### src/rtl/hub75_bcm_sched.sv
// HUB75 row/bit-plane scheduler.
// Walks every (row, plane) pair, launches one column shift per pair, then
// blanks, drives the row address, latches and unblanks for a BCM on-time.
// The shift of the next pair overlaps the on-time of the current one.
module hub75_bcm_sched #(
    parameter int N_ROWS      = 32,
    parameter int N_PLANES    = 8,
    parameter int BCM_LSB_LEN = 16,
    parameter int BLANK_CYC   = 4,
    parameter int LATCH_CYC   = 2,
    parameter int LOG_N_ROWS  = $clog2(N_ROWS),
    parameter int TW          = $clog2(BCM_LSB_LEN << (N_PLANES - 1)) + 1
) (
    input  logic                  clk,
    input  logic                  rst_n,
    input  logic                  ctrl_run,
    output logic                  shift_go,
    input  logic                  shift_rdy,
    output logic [N_PLANES-1:0]   shift_plane,
    output logic [LOG_N_ROWS-1:0] shift_addr,
    output logic [LOG_N_ROWS-1:0] phy_addr,
    output logic                  phy_le,
    output logic                  phy_blank,
    output logic                  frame_end
);

    localparam int DRAIN_CYC = 3;
    localparam int CMAX = (BLANK_CYC > LATCH_CYC)
                        ? ((BLANK_CYC > DRAIN_CYC) ? BLANK_CYC : DRAIN_CYC)
                        : ((LATCH_CYC > DRAIN_CYC) ? LATCH_CYC : DRAIN_CYC);
    localparam int CW = $clog2(CMAX + 1);
    localparam int PW = (N_PLANES > 1) ? $clog2(N_PLANES) : 1;

    localparam logic [CW-1:0]         C_ONE      = CW'(1);
    localparam logic [CW-1:0]         DRAIN_LAST = CW'(DRAIN_CYC - 1);
    localparam logic [CW-1:0]         BLANK_LAST = CW'(BLANK_CYC - 1);
    localparam logic [CW-1:0]         LATCH_LAST = CW'(LATCH_CYC - 1);
    localparam logic [PW-1:0]         P_ONE      = PW'(1);
    localparam logic [PW-1:0]         P_LAST     = PW'(N_PLANES - 1);
    localparam logic [LOG_N_ROWS-1:0] R_ONE      = LOG_N_ROWS'(1);
    localparam logic [LOG_N_ROWS-1:0] R_LAST     = LOG_N_ROWS'(N_ROWS - 1);
    localparam logic [TW-1:0]         T_ONE      = TW'(1);
    localparam logic [TW-1:0]         LSB_T      = TW'(BCM_LSB_LEN);
    localparam logic [N_PLANES-1:0]   PLANE1     = N_PLANES'(1);

    typedef enum logic [3:0] {
        IDLE,
        SHIFT_GO,
        SHIFT_WAIT,
        DRAIN,
        WAIT_DISP,
        BLANK,
        LATCH,
        NEXT,
        STOP
    } state_t;

    state_t          state;
    logic [CW-1:0]   cnt;
    logic [PW-1:0]   p;
    logic [TW-1:0]   timer;

    // Scheduler FSM, on-time timer and all registered outputs.
    // shift_addr doubles as the row counter; the timer runs in every state
    // and the LATCH exit reload is placed after it so the reload wins.
    always_ff @(posedge clk or negedge rst_n) begin
        if (!rst_n) begin
            state       <= IDLE;
            cnt         <= '0;
            p           <= '0;
            timer       <= '0;
            shift_go    <= 1'b0;
            shift_plane <= PLANE1;
            shift_addr  <= '0;
            phy_addr    <= '0;
            phy_le      <= 1'b0;
            phy_blank   <= 1'b1;
            frame_end   <= 1'b0;
        end else begin
            shift_go  <= 1'b0;
            frame_end <= 1'b0;

            if (timer != '0) begin
                timer <= timer - T_ONE;
                if (timer == T_ONE) begin
                    phy_blank <= 1'b1;
                end
            end

            case (state)
                IDLE: begin
                    if (ctrl_run) begin
                        p           <= '0;
                        shift_addr  <= '0;
                        shift_plane <= PLANE1;
                        state       <= SHIFT_GO;
                    end
                end
                SHIFT_GO: begin
                    if (shift_rdy) begin
                        shift_go <= 1'b1;
                        cnt      <= '0;
                        state    <= SHIFT_WAIT;
                    end
                end
                SHIFT_WAIT: begin
                    if (cnt == '0) begin
                        cnt <= C_ONE;
                    end else if (shift_rdy) begin
                        cnt   <= '0;
                        state <= DRAIN;
                    end
                end
                DRAIN: begin
                    if (cnt == DRAIN_LAST) begin
                        cnt   <= '0;
                        state <= WAIT_DISP;
                    end else begin
                        cnt <= cnt + C_ONE;
                    end
                end
                WAIT_DISP: begin
                    if (timer == '0) begin
                        cnt   <= '0;
                        state <= BLANK;
                    end
                end
                BLANK: begin
                    phy_blank <= 1'b1;
                    if (cnt == '0) begin
                        phy_addr <= shift_addr;
                    end
                    if (cnt == BLANK_LAST) begin
                        cnt    <= '0;
                        phy_le <= 1'b1;
                        state  <= LATCH;
                    end else begin
                        cnt <= cnt + C_ONE;
                    end
                end
                LATCH: begin
                    if (cnt == LATCH_LAST) begin
                        cnt       <= '0;
                        phy_le    <= 1'b0;
                        timer     <= LSB_T << p;
                        phy_blank <= 1'b0;
                        state     <= NEXT;
                    end else begin
                        cnt <= cnt + C_ONE;
                    end
                end
                NEXT: begin
                    if (p == P_LAST) begin
                        p           <= '0;
                        shift_plane <= PLANE1;
                        if (shift_addr == R_LAST) begin
                            shift_addr <= '0;
                            frame_end  <= 1'b1;
                        end else begin
                            shift_addr <= shift_addr + R_ONE;
                        end
                    end else begin
                        p           <= p + P_ONE;
                        shift_plane <= shift_plane << 1;
                    end
                    state <= ctrl_run ? SHIFT_GO : STOP;
                end
                STOP: begin
                    if (timer == '0) begin
                        state <= IDLE;
                    end
                end
                default: state <= IDLE;
            endcase
        end
    end

endmodule

### config.mk
export PLATFORM = sky130hd
export DESIGN_NAME = hub75_bcm_sched
export DESIGN_NICKNAME = d
export VERILOG_FILES = /design/src/rtl/hub75_bcm_sched.sv
export SDC_FILE = /design/constraint.sdc
export NUM_CORES = 1
export LEC_CHECK = 0
export BUFFER_PORTS_ARGS = -buffer_cell sky130_fd_sc_hd__buf_2
export CORE_MARGIN = 2
export CORE_UTILIZATION = 35
export DETAILED_ROUTE_END_ITERATION = 12
export REMOVE_ABC_BUFFERS = 1
export SYNTH_ARGS = -nofsm -noshare
export SYNTH_HDL_FRONTEND = slang
export SYNTH_SLANG_ARGS = --single-unit
### constraint.sdc
create_clock -name clk -period 2.67 [get_ports clk]
set_clock_uncertainty 0.2 [all_clocks]
set_input_delay 0.534 -clock clk [delete_from_list [all_inputs] [get_ports clk]]
set_output_delay 0.534 -clock clk [all_outputs]
set_load 0.005 [all_outputs]
Word level (Yosys, flattened, before mapping)
Index checks and enable logic that the tools add are counted.

Register bits after elaboration: 44. Output and inout bits: 22.

Add/subtract/negate cells: 4. Equal/unequal tests: 24. Shifts and indexed selects: 1. Mux-type cells: 43. Reduce and logical (&&, ||, !) cells: 13.

Operators by type and width (number): 4-bit 2-to-1 mux (10); 12-bit 2-to-1 mux (3); 4-bit one-hot mux with 9 select lines (1); 3-bit 2-to-1 mux (8); 2-bit inequality test (second input constant) (10); 3-bit one-hot mux with 6 select lines (1); 4-bit by 3-bit == test with 1-bit output (second input constant) (4); 8-bit 2-to-1 mux (2); 8-bit one-hot mux with 2 select lines (1); 5-bit 2-to-1 mux (3); 12-bit by 1-bit == test with 1-bit output (second input constant) (1); 12-bit zero test (1); 12-bit nonzero test (1); 5-bit by 3-bit << shifter with 12-bit output (first input constant) (1); 12-bit by 1-bit subtractor with 12-bit output (second input constant) (1); 1-bit 2-to-1 mux (10); 5-bit one-hot mux with 2 select lines (1); 9-bit AND reduction (1); 4-bit by 2-bit == test with 1-bit output (second input constant) (2); 3-bit by 1-bit adder with 3-bit output (second input constant) (2); 3-bit by 2-bit == test with 1-bit output (second input constant) (2); 3-bit one-hot mux with 2 select lines (1); 2-bit AND reduction (3); 3-bit AND reduction (2); other kinds (11) (13).

Longest topological paths before layout
Gate-level depths: netlist of the first run.

Word-level depth: 5. Mapped depth: 7. Depth with buffers taken out: 6.

Worst setup path before layout of the first run
No wires, ideal clock.

Path kind: register -> register. Start: register state[0]. End: register shift_addr[3]. Setup time: 0.092 ns. Arrival: 1.742 ns. Required time: 2.378 ns. Setup slack: 0.636 ns. Stages on the path, launching flop included: 6. Period minus slack after synthesis: 2.034 ns. Path through: dfrtp_1 -> buf_6 -> or4b_4 -> a21o_4 -> or3_4 -> o31ai_2.

Cells in the longest elaborated chain, start to end: 3. Elaborated cells between the ends (all ways): 7. Those cells by class: eq/ne: 3; mux: 1; reduce/logical: 3.

RTL lines: start: declaration (RTL line 58) `state_t state;`; start signal: assignment (RTL line 166) `state <= ctrl_run ? SHIFT_GO : STOP;`; 4-bit by 3-bit == test with 1-bit output or 4-bit zero test (tied branches) (RTL line 90) `case (state)`; 2-bit inequality test (no line) or 2-bit nonzero test (tied branches); 3-bit AND reduction (no line); end signal: assignment (RTL line 160) `shift_addr <= shift_addr + R_ONE;`; end: declaration (RTL line 20) `output logic [LOG_N_ROWS-1:0] shift_addr,`.

Parallel ways exist; a longest one is shown, timed or not. A chain may end at the register's enable or synchronous reset.

Worst setup path after layout of the first run
Start: register state[0]. End: register phy_addr[2].

Cells in the longest elaborated chain, start to end: 2.

RTL lines: 4-bit by 3-bit == test with 1-bit output (RTL line 90); 2-bit AND reduction (no line); end signal: assignment (RTL line 131) `phy_addr <= shift_addr;`; end: declaration (RTL line 21) `output logic [LOG_N_ROWS-1:0] phy_addr,`.

Every way passes these cells.

==> insert_results.sql, run 1 <==
INSERT INTO impl_metrics (metric_group, metric, value, unit) VALUES
('finish', 'layout_commonest_cell', 'sky130_fd_sc_hd__dfrtp_1', ''),
('global_routing', 'grt_first_pass_wirelength', '9180', 'um'),
('clock_tree', 'cts.reportedPaths.clkPinSlew', '0.10', 'ns'),
('placed_design', 'place_congestion', '0.839', ''),
('clock_tree', 'tritoncts', 'yes', ''),
('global_routing', 'grt_pass1_vias', '1889', ''),
('yosys', 'yosys_register_bits', '44', ''),
('timing', 'timing.final.hold_violations', '10', ''),
('placed_design', 'port-buffer-count', '25', ''),
('critical_path', 'crit-reg2reg-capture', 'phy_addr[2]', ''),
('floorplanning', 'std_cell_core_area', '6790', 'um^2'),
('drt', 'routed-via-count', '1952', ''),
('clock_tree', 'max-clock-path-buffers', '2', ''),
('finish', 'layout.cells.most_common_list', 'sky130_fd_sc_hd__dfrtp_1 (42), sky130_fd_sc_hd__buf_2 (25), sky130_fd_sc_hd__nor2_1 (19)', ''),
('clock_tree', 'tritoncts_num_sinks', '44', ''),
('critical_path', 'worst-endpoint-required', '2.66', 'ns'),
('timing', 'post-route-period-util', '85.8', '%'),
('drt', 'routed_wl', '5470', 'um'),
('power', 'p_seq_share', '41.6', '%'),
('drt', 'drt-vias-per-instance', '5.29', ''),
('drt', 'drc_errors', '0', ''),
('floorplanning', 'floorplan.io_pins', '26', ''),
('critical_path', 'critical_path.endpoint_type', 'register', ''),
('placed_design', 'post-place-ws', '0.403', 'ns'),
('critical_path', 'r2r_start', 'state[0]', ''),
('power', 'clockPowerShare', '14.4', '%'),
('finish', 'layout.nets', '293', ''),
('run', 'maxCapViolations', '0', ''),
('floorplanning', 'die_width', '88.0', 'um'),
('yosys', 'post-synth-top-area-fraction', '42.6', '%'),
('timing', 'setup_violations_final', '0', ''),
('critical_path', 'r2r_slack', '0.38', 'ns'),
('yosys', 'synth.area.top_cells', 'sky130_fd_sc_hd__dfrtp_1 (43%), sky130_fd_sc_hd__ha_1 (8.6%), sky130_fd_sc_hd__nor2_1 (2.9%), sky130_fd_sc_hd__a22o_1 (2.8%), sky130_fd_sc_hd__nand3_1 (2.6%)', ''),
('status', 'outcome', 'complete, but fails checks', ''),
('drt', 'first_iter_violations', '151', ''),
('yosys', 'synthesis.yosys.warnings', '0', ''),
('yosys', 'edff_count_synth', '0', ''),
('clock_tree', 'post-cts-setup-buffer-count', '0', ''),
('floorplanning', 'std_cell_rows', '30', ''),
('timing', 'final.hold.worst_slack', '-0.00642', 'ns'),
('min_path', 'hold_path_class', 'in2async', ''),
('drt', 'number_of_nets_with_antenna_violations_after_routing', '0', ''),
('finish', 'antenna_cells', '0', ''),
('yosys', 'netlist_instances', '244', ''),
('yosys', 'synth_sequential_area_ratio', '44.7', '%'),
('yosys', 'ys_dominant_reg_cell', 'sky130_fd_sc_hd__dfrtp_1', ''),
('power', 'power_leakage', '0.00131', 'uW'),
('clock_tree', 'numCtsBuffers', '5', ''),
('drt', 'detail_route.wl_per_cell', '14.8', 'um'),
('timing', 'fin_ws', '0.379', 'ns'),
('global_routing', 'pin_count_of_the_biggest_net_entering_global_routing', '45', ''),
('critical_path', 'setup.worst_path.start_class', 'register', ''),
('floorplanning', 'die_height', '88.0', 'um'),
('timing', 'worst_slew_pin_slew', '0.696', 'ns'),
('timing', 'rsz0062_at_grt', 'false', ''),
('clock_tree', 'root_buffer', 'sky130_fd_sc_hd__clkbuf_8', ''),
('clock_tree', 'post_cts_hold_buffer_count', '0', ''),
('global_routing', 'grtUsageTotal', '15.1', '%'),
('placed_design', 'postPlaceCellArea', '2720', 'um^2'),
('status', 'failed_checks', 'hold timing', ''),
('timing', 'achievable-frequency', '0.437', 'GHz'),
('clock_tree', 'htree_levels', '2', ''),
('placed_design', 'dp_hpwl', '3780', 'um'),
('power', 'power_switching', '1260', 'uW'),
('floorplanning', 'die-area', '7740', 'um^2'),
('timing', 'slew_viol_final', '0', ''),
('critical_path', 'crit_type', 'reg2reg', ''),
('finish', 'design_area', '2810', 'um^2'),
('finish', 'area_growth_from_synthesis_to_final_layout', '13.7', '%'),
('global_routing', 'grt_antenna_before_repair', '0', ''),
('critical_path', 'critical_path_fanouts_max', '15', '');
## synthesized netlist by cell type (4+ instances only)
cell	n
sky130_fd_sc_hd__nor2b_1	4
sky130_fd_sc_hd__clkbuf_1	6
sky130_fd_sc_hd__a31oi_1	6
sky130_fd_sc_hd__or3_1	4
sky130_fd_sc_hd__mux2_1	5
sky130_fd_sc_hd__o21ai_1	13
sky130_fd_sc_hd__a22o_1	8
sky130_fd_sc_hd__a21oi_1	9
sky130_fd_sc_hd__nand2_1	9
sky130_fd_sc_hd__and3_1	5
sky130_fd_sc_hd__inv_1	14
sky130_fd_sc_hd__dfrtp_1	42
sky130_fd_sc_hd__nor3_1	4
sky130_fd_sc_hd__nor2_1	19
sky130_fd_sc_hd__ha_1	17
sky130_fd_sc_hd__nand3_1	13
sky130_fd_sc_hd__or4_1	4
sky130_fd_sc_hd__nand4_1	4
## power groups by stage
stage,clock network [uW],logic [uW],registers [uW]
5_1_grt,470,1500,1290
3_5_place_dp,0,1320,1250
3_3_place_gp,0,1300,1240
4_1_cts,440,1320,1240
2_1_floorplan,0,896,1210
6_report,430,1310,1240
## per-layer routing
metal	share of wire [%]	vias up	GRT usage, %
li1	-	961	-
met1	50	945	21.6
met2	44	38	22.9
met3	3.6	8	2.83
met4	1.6	0	5.31
met5	0	-	0
## flip-flops by register name (all words and copies together) (netlist names)
| register | count |
|---|---|
| shift_plane | 8 |
| state | 4 |
| frame_end | 1 |
| phy_blank | 1 |
| cnt | 3 |
| timer | 12 |
| shift_addr | 5 |
| shift_go | 1 |
| phy_addr | 5 |
| p | 3 |
| phy_le | 1 |
## per-stage QoR
| step | cells | util, % | hold slack (ns) | total power (uW) |
|---|---|---|---|---|
| finish | 369 | 41.3 | -0.00642 | 2990 |
| global route | 369 | 41.3 | 0.0128 | 3260 |
| CTS | 369 | 41.3 | 0.00711 | 3000 |
| detailed placement | 361 | 40.1 | 0.266 | 2560 |
| global placement | 361 | 40.1 | 0.255 | 2540 |
| floorplan | 234 | - | 0.0384 | 2110 |
## kinds of logic (layout without fill, tap and decap cells)
| logic type | count (synthesis) | in the layout | share of synthesized area [%] |
|---|---|---|---|
| AOI/OAI and AO/OA | 62 | 62 | 17.7 |
| xor gates and xnor gates | 5 | 5 | 1.77 |
| adders and majority gates | 18 | 18 | 9.02 |
| buffers and inverters | 24 | 53 | 4.11 |
| DFF | 44 | 44 | 44.7 |
| muxes | 5 | 5 | 2.28 |
| and+or+nand+nor | 86 | 86 | 20.4 |
## worst max path at each step
stage	from	to	slack, ns	cells after the start
after global placement	state[3]	timer[7]	0.52	4
after floorplan	state[0]	shift_addr[3]	0.55	4
after global routing	state[0]	phy_addr[2]	0.22	4
after detailed placement	state[0]	phy_addr[2]	0.40	4
final	state[0]	phy_addr[2]	0.38	4
after CTS	state[0]	phy_addr[2]	0.38	4
## cell type report
class | instances | area, um^2 | share of cell area [%]
Multi-Input combinational cell | 176 | 1260 | 45.0
Sequential cell | 44 | 1100 | 39.3
Timing Repair Buffer | 31 | 183 | 6.51
Tap cell | 96 | 120 | 4.28
Clock buffer | 6 | 72.6 | 2.58
Inverter | 14 | 52.6 | 1.87
Clock inverter | 2 | 12.5 | 0.446
## worst max-delay path: stages, from the launching register on
cell,delay [ns]
sky130_fd_sc_hd__dfrtp_1,0.64
sky130_fd_sc_hd__nor2b_1,0.25
sky130_fd_sc_hd__nor3b_1,0.37
sky130_fd_sc_hd__nand3_1,0.32
sky130_fd_sc_hd__mux2_1,0.40
Power figures use the tool's default switching activity.
==> inputs of run 2 (changes only) <==
--- a/config.mk
+++ b/config.mk
@@ -6,7 +6,7 @@
 export NUM_CORES = 1
 export LEC_CHECK = 0
 export BUFFER_PORTS_ARGS = -buffer_cell sky130_fd_sc_hd__buf_2
-export CORE_MARGIN = 2
+export CORE_MARGIN = 5
 export CORE_UTILIZATION = 35
 export DETAILED_ROUTE_END_ITERATION = 12
 export REMOVE_ABC_BUFFERS = 1
==> run 2 against run 1 <==
Net effect: the run now ends clean; sequential power is essentially flat; setup slack lost 0.046 ns; power grew 3.4%; cell count grew 0.27%; first-iteration DRC count shrank 3.3%.
==> insert_results.sql, run 2 (same netlist as run 1, synthesis figures left out) <==
INSERT INTO impl_metrics (metric_group, metric, value, unit) VALUES
('critical_path', 'worstPathBufferInverterCount', '0', ''),
('critical_path', 'crit_type', 'reg2reg', ''),
('power', 'power_leakage', '0.00133', 'uW'),
('finish', 'final_util', '41.6', '%'),
('power', 'p_per_area', '1090', 'nW/um^2'),
('floorplanning', 'std_cell_rows', '30', ''),
('placed_design', 'dp_hpwl', '3870', 'um'),
('finish', 'final_layout_size_suffix_gt1_share', '17.2', '%'),
('critical_path', 'setup.worst_path.start_class', 'register', ''),
('critical_path', 'cp_slowest_stage_delay', '0.59', 'ns'),
('clock_tree', 'htree_levels', '2', ''),
('floorplanning', 'floorplan.io_pins', '26', ''),
('timing', 'finalSetupTns', '0', 'ns'),
('clock_tree', 'tritoncts', 'yes', ''),
('placed_design', 'numPlacedInstances', '362', ''),
('critical_path', 'cpLargestDelayFamily', 'simple AND/OR/NAND/NOR gates', ''),
('timing', 'achievable-frequency', '0.428', 'GHz'),
('critical_path', 'crit_path_cell_trace', 'nor2b_1 > nor3b_1 > nand3_1 > mux2_1', ''),
('global_routing', 'grtUsageTotal', '12.8', '%'),
('timing', 'period_needed', '2.34', 'ns'),
('timing', 'post-route-period-util', '87.5', '%'),
('floorplanning', 'std_cell_core_area', '6830', 'um^2'),
('drt', 'first_iter_violations', '146', ''),
('floorplanning', 'die-area', '8830', 'um^2'),
('drt', 'detail_route.wl_per_cell', '14.4', 'um'),
('power', 'largest_vdd_supply_drop', '0.469', 'mV'),
('critical_path', 'worst-endpoint-required', '2.66', 'ns'),
('drt', 'routed_wl', '5310', 'um'),
('clock_tree', 'clk-insertion-delay-late', '0.30', 'ns'),
('critical_path', 'crit_path_max_delay_cell_type', 'sky130_fd_sc_hd__dfrtp_1', ''),
('timing', 'timing.final.hold_violations', '0', ''),
('clock_tree', 'max-clock-path-buffers', '2', ''),
('drt', 'detailedRoute.firstPassIterationCount', '4', ''),
('run', 'maxCapViolations', '0', ''),
('clock_tree', 'root_buffer', 'sky130_fd_sc_hd__clkbuf_8', ''),
('timing', 'rsz0062_at_grt', 'false', ''),
('floorplanning', 'starting_density_of_the_core', '36.1', '%'),
('clock_tree', 'resized_gates_after_cts', '0', ''),
('placed_design', 'place_congestion', '0.844', ''),
('global_routing', 'grt_pass1_vias', '1871', ''),
('placed_design', 'port-buffer-count', '25', ''),
('timing', 'worst_slew_pin_slew', '0.729', 'ns'),
('critical_path', 'critical_path.endpoint_type', 'register', ''),
('min_path', 'hold_path_class', 'in2async', ''),
('global_routing', 'overflow', '0', ''),
('finish', 'area_growth_from_synthesis_to_final_layout', '15.3', '%'),
('finish', 'layout.nets', '294', ''),
('drt', 'number_of_nets_with_antenna_violations_after_routing', '0', ''),
('drt', 'drc_errors', '0', ''),
('global_routing', 'grt_first_pass_wirelength', '9090', 'um'),
('clock_tree', 'post-cts-setup-buffer-count', '0', ''),
('finish', 'layout.cells.most_common_list', 'sky130_fd_sc_hd__dfrtp_1 (42), sky130_fd_sc_hd__buf_2 (25), sky130_fd_sc_hd__nor2_1 (19)', ''),
('critical_path', 'crit_arrival', '2.33', 'ns'),
('clock_tree', 'cts.reportedPaths.clkPinSlew', '0.09', 'ns'),
('timing', 'slew_viol_final', '0', ''),
('global_routing', 'pin_count_of_the_biggest_net_entering_global_routing', '24', ''),
('finish', 'top_register', 'timer', ''),
('floorplanning', 'die_height', '94.0', 'um'),
('timing', 'slew_headroom', '51.4', '%'),
('global_routing', 'grt_antenna_before_repair', '0', ''),
('finish', 'finalNonFillerCells', '370', ''),
('drt', 'routed-via-count', '1942', ''),
('critical_path', 'critical_path_fanouts_max', '19', ''),
('finish', 'layout_commonest_cell', 'sky130_fd_sc_hd__dfrtp_1', ''),
('floorplanning', 'die_width', '94.0', 'um'),
('status', 'outcome', 'finished, final reports clean', ''),
('drt', 'drt-vias-per-instance', '5.25', ''),
('clock_tree', 'numCtsBuffers', '5', ''),
('finish', 'top_regs', 'timer: 12 flops, shift_plane: 8 flops', ''),
('clock_tree', 'post_cts_hold_buffer_count', '0', ''),
('finish', 'largest_reg_flops', '12', ''),
('timing', 'setup_violations_final', '0', ''),
('finish', 'antenna_cells', '0', ''),
('clock_tree', 'tritoncts_num_sinks', '44', '');
-- run 2: worst paths after layout --
kind	depth (start not counted)	startpoint	to	slack, ns
max in group asynchronous	2	rst_n	state[1]	1.75
setup / recovery	4	state[1]	phy_addr[4]	0.33
hold reg to reg	2	shift_plane[0]	shift_plane[0]	0.27
hold / removal	1	rst_n	timer[2]	0.02
min in group clk	2	shift_plane[0]	shift_plane[0]	0.27
setup reg to reg	4	state[1]	phy_addr[4]	0.33
-- run 2: per-layer routing --
| layer | routed length [um] | GRT usage (%) |
|---|---|---|
| met3 | 295 | 3.37 |
| met2 | 2310 | 18.7 |
| met1 | 2640 | 18.4 |
| met4 | 75 | 3.85 |
| met5 | 0 | 0 |
-- run 2: area by class of cell --
cell class / count / area [um^2]
well taps: 96 / 120
repair buffers: 32 / 190
fillers: 694 / 3990
clock buffers: 5 / 68.8
inverters: 14 / 52.6
clock inverters: 3 / 46.3
multi-input cells: 176 / 1260
flip-flops and latches: 44 / 1100
-- run 2: stage by stage --
stage	hold slack, ns	setup WS, ns	instance area, um^2	total power (uW)
floorplan	0.0384	0.548	2420	2110
global placement	0.257	0.375	2730	2550
detailed placement	0.261	0.363	2730	2570
CTS	0.0329	0.351	2850	3110
global route	0.0431	0.168	2850	3370
finish	0.0191	0.333	2850	3090
-- run 2: report_power, final --
group / switching, uW / total, uW / internal (uW)
Clock: 246 / 528 / 282
Sequential: 303 / 1240 / 934
Combinational: 701 / 1320 / 622
Total: 1250 / 3090 / 1840
==> inputs of run 3 (changes only) <==
==> constraint.sdc (replaced) <==
create_clock -name clk -period 2.7 [get_ports clk]
set_clock_uncertainty 0.2 [all_clocks]
set_input_delay 0.54 -clock clk [delete_from_list [all_inputs] [get_ports clk]]
set_output_delay 0.54 -clock clk [all_outputs]
set_load 0.005 [all_outputs]
==> run 3 against run 2 <==
Net effect: first-iteration DRC count shrank 14%; combinational power barely moved; sequential share of layout area shrank 0.29 points; register-to-register slack improved by 0.15 ns; utilization is 0.31 points higher.
==> insert_results.sql, run 3 (same netlist as run 1, synthesis figures left out) <==
INSERT INTO impl_metrics (metric_group, metric, value, unit) VALUES
('power', 'largest_vdd_supply_drop', '0.364', 'mV'),
('clock_tree', 'clk-insertion-delay-late', '0.30', 'ns'),
('power', 'combPwrFrac', '43.1', '%'),
('critical_path', 'cp_slowest_stage_delay', '0.57', 'ns'),
('placed_design', 'port-buffer-count', '25', ''),
('floorplanning', 'die_height', '94.0', 'um'),
('placed_design', 'dp_hpwl', '3970', 'um'),
('timing', 'worst_slew_pin_slew', '0.527', 'ns'),
('critical_path', 'cpLargestDelayFamily', 'simple AND/OR/NAND/NOR gates', ''),
('finish', 'area_growth_from_synthesis_to_final_layout', '16.1', '%'),
('critical_path', 'crit_arrival', '2.21', 'ns'),
('power', 'power_switching', '1230', 'uW'),
('critical_path', 'critical_path_fanouts_max', '11', ''),
('drt', 'routed-via-count', '1948', ''),
('critical_path', 'worstRegToRegCells', '4', ''),
('min_path', 'hold_path_class', 'in2async', ''),
('finish', 'largest_reg_flops', '12', ''),
('floorplanning', 'floorplan.io_pins', '26', ''),
('clock_tree', 'tritoncts', 'yes', ''),
('drt', 'detailedRoute.firstPassIterationCount', '4', ''),
('clock_tree', 'post-cts-setup-buffer-count', '0', ''),
('clock_tree', 'resized_gates_after_cts', '0', ''),
('timing', 'timing.final.hold_violations', '0', ''),
('finish', 'top_regs', 'timer: 12 flops, shift_plane: 8 flops', ''),
('floorplanning', 'std_cell_core_area', '6830', 'um^2'),
('critical_path', 'r2r_start', 'state[0]', ''),
('critical_path', 'setup.worst_path.start_class', 'register', ''),
('timing', 'achievable-frequency', '0.451', 'GHz'),
('floorplanning', 'die_width', '94.0', 'um'),
('finish', 'layout.nets', '296', ''),
('global_routing', 'grt_first_pass_wirelength', '9300', 'um'),
('placed_design', 'postPlaceCellArea', '2750', 'um^2'),
('critical_path', 'crit_path_cell_trace', 'nor2b_1 > nor3b_1 > nand3_1 > mux2_1', ''),
('power', 'power_leakage', '0.00135', 'uW'),
('critical_path', 'worstPathBufferInverterCount', '0', ''),
('global_routing', 'overflow', '0', ''),
('timing', 'rsz0062_at_grt', 'false', ''),
('timing', 'setup_violations_final', '0', ''),
('global_routing', 'pin_count_of_the_biggest_net_entering_global_routing', '24', ''),
('drt', 'number_of_nets_with_antenna_violations_after_routing', '0', ''),
('timing', 'finalSetupTns', '0', 'ns'),
('critical_path', 'worstSetupStartpoint', 'state[0]', ''),
('critical_path', 'worst-endpoint-required', '2.69', 'ns'),
('global_routing', 'grt_pass1_vias', '1911', ''),
('global_routing', 'grtUsageTotal', '13.1', '%'),
('global_routing', 'grt_antenna_before_repair', '0', ''),
('power', 'p_seq_share', '39.6', '%'),
('critical_path', 'crit_path_max_delay_cell_type', 'sky130_fd_sc_hd__dfrtp_1', ''),
('timing', 'slew_headroom', '64.9', '%'),
('run', 'maxCapViolations', '0', ''),
('power', 'swShare', '39.7', '%'),
('clock_tree', 'post_cts_hold_buffer_count', '0', ''),
('critical_path', 'r2r_slack', '0.48', 'ns'),
('finish', 'top_register', 'timer', ''),
('critical_path', 'crit-reg2reg-capture', 'phy_addr[2]', ''),
('clock_tree', 'max-clock-path-buffers', '2', ''),
('finish', 'final_layout_size_suffix_gt1_share', '17.8', '%'),
('power', 'p_per_area', '1080', 'nW/um^2'),
('finish', 'layout.cells.most_common_list', 'sky130_fd_sc_hd__dfrtp_1 (42), sky130_fd_sc_hd__buf_2 (25), sky130_fd_sc_hd__nor2_1 (19)', ''),
('clock_tree', 'numCtsBuffers', '5', ''),
('power', 'clockPowerShare', '17.3', '%'),
('clock_tree', 'htree_levels', '2', ''),
('floorplanning', 'starting_density_of_the_core', '36.1', '%'),
('finish', 'final_util', '42.0', '%'),
('power', 'p_int', '1870', 'uW'),
('clock_tree', 'tritoncts_num_sinks', '44', ''),
('timing', 'slew_viol_final', '0', ''),
('drt', 'drc_errors', '0', ''),
('drt', 'detail_route.wl_per_cell', '14.3', 'um'),
('finish', 'design_area', '2870', 'um^2'),
('finish', 'layout_commonest_cell', 'sky130_fd_sc_hd__dfrtp_1', ''),
('floorplanning', 'std_cell_rows', '30', ''),
('clock_tree', 'root_buffer', 'sky130_fd_sc_hd__clkbuf_8', ''),
('floorplanning', 'die-area', '8830', 'um^2'),
('timing', 'period_needed', '2.22', 'ns'),
('drt', 'drt-vias-per-instance', '5.24', ''),
('status', 'outcome', 'finished, final reports clean', ''),
('critical_path', 'crit_type', 'reg2reg', ''),
('drt', 'first_iter_violations', '125', ''),
('drt', 'routed_wl', '5340', 'um'),
('clock_tree', 'cts.reportedPaths.clkPinSlew', '0.09', 'ns'),
('placed_design', 'place_congestion', '0.847', ''),
('timing', 'post-route-period-util', '82.1', '%'),
('finish', 'antenna_cells', '0', ''),
('critical_path', 'critical_path.endpoint_type', 'register', '');
run 3: worst max path at each step:
stage | endpoint | slack (ns) | depth (start not counted)
floorplan | shift_addr[3] | 0.58 | 4
global placement | phy_addr[4] | 0.53 | 4
detailed placement | phy_addr[1] | 0.49 | 4
CTS | phy_addr[1] | 0.47 | 4
global route | phy_addr[3] | 0.28 | 4
finish | phy_addr[2] | 0.48 | 4
run 3: routing by layer:
metal / vias up / part of all wire (%) / track usage [%]
met5: - / 0 / 0
met4: 0 / 0.97 / 3.61
met3: 6 / 3.1 / 2.88
met2: 36 / 46 / 19.9
met1: 938 / 50 / 18.6
li1: 968 / - / -
run 3: area by class of cell:
cell class                      count  area (um^2)
Fill cell                         711         3970
Multi-Input combinational cell    176         1260
Sequential cell                    44         1100
Timing Repair Buffer               34          205
Tap cell                           96          120
Clock buffer                        6         82.6
Inverter                           14         52.6
Clock inverter                      2         38.8
run 3: metrics by stage:
step	hold slack [ns]	cells	worst slack, ns	total power, uW
floorplan	0.0444	234	0.578	2090
global placement	0.257	364	0.531	2560
detailed placement	0.262	364	0.485	2580
CTS	0.0239	372	0.471	3140
global route	0.0409	372	0.279	3390
finish	0.0144	372	0.483	3100
run 3: worst register-to-register path: cells and delay by family, from the launching register on:
kind | cells | cell delay, ns
simple gates | 3 | 0.95
flops | 1 | 0.57
mux | 1 | 0.39
run 3: power groups by stage:
stage | Sequential, uW | Clock [uW] | Combinational, uW
floorplan | 1200 | 0 | 886
global placement | 1230 | 0 | 1330
detailed placement | 1230 | 0 | 1350
CTS | 1230 | 556 | 1350
global route | 1270 | 589 | 1530
finish | 1230 | 535 | 1340
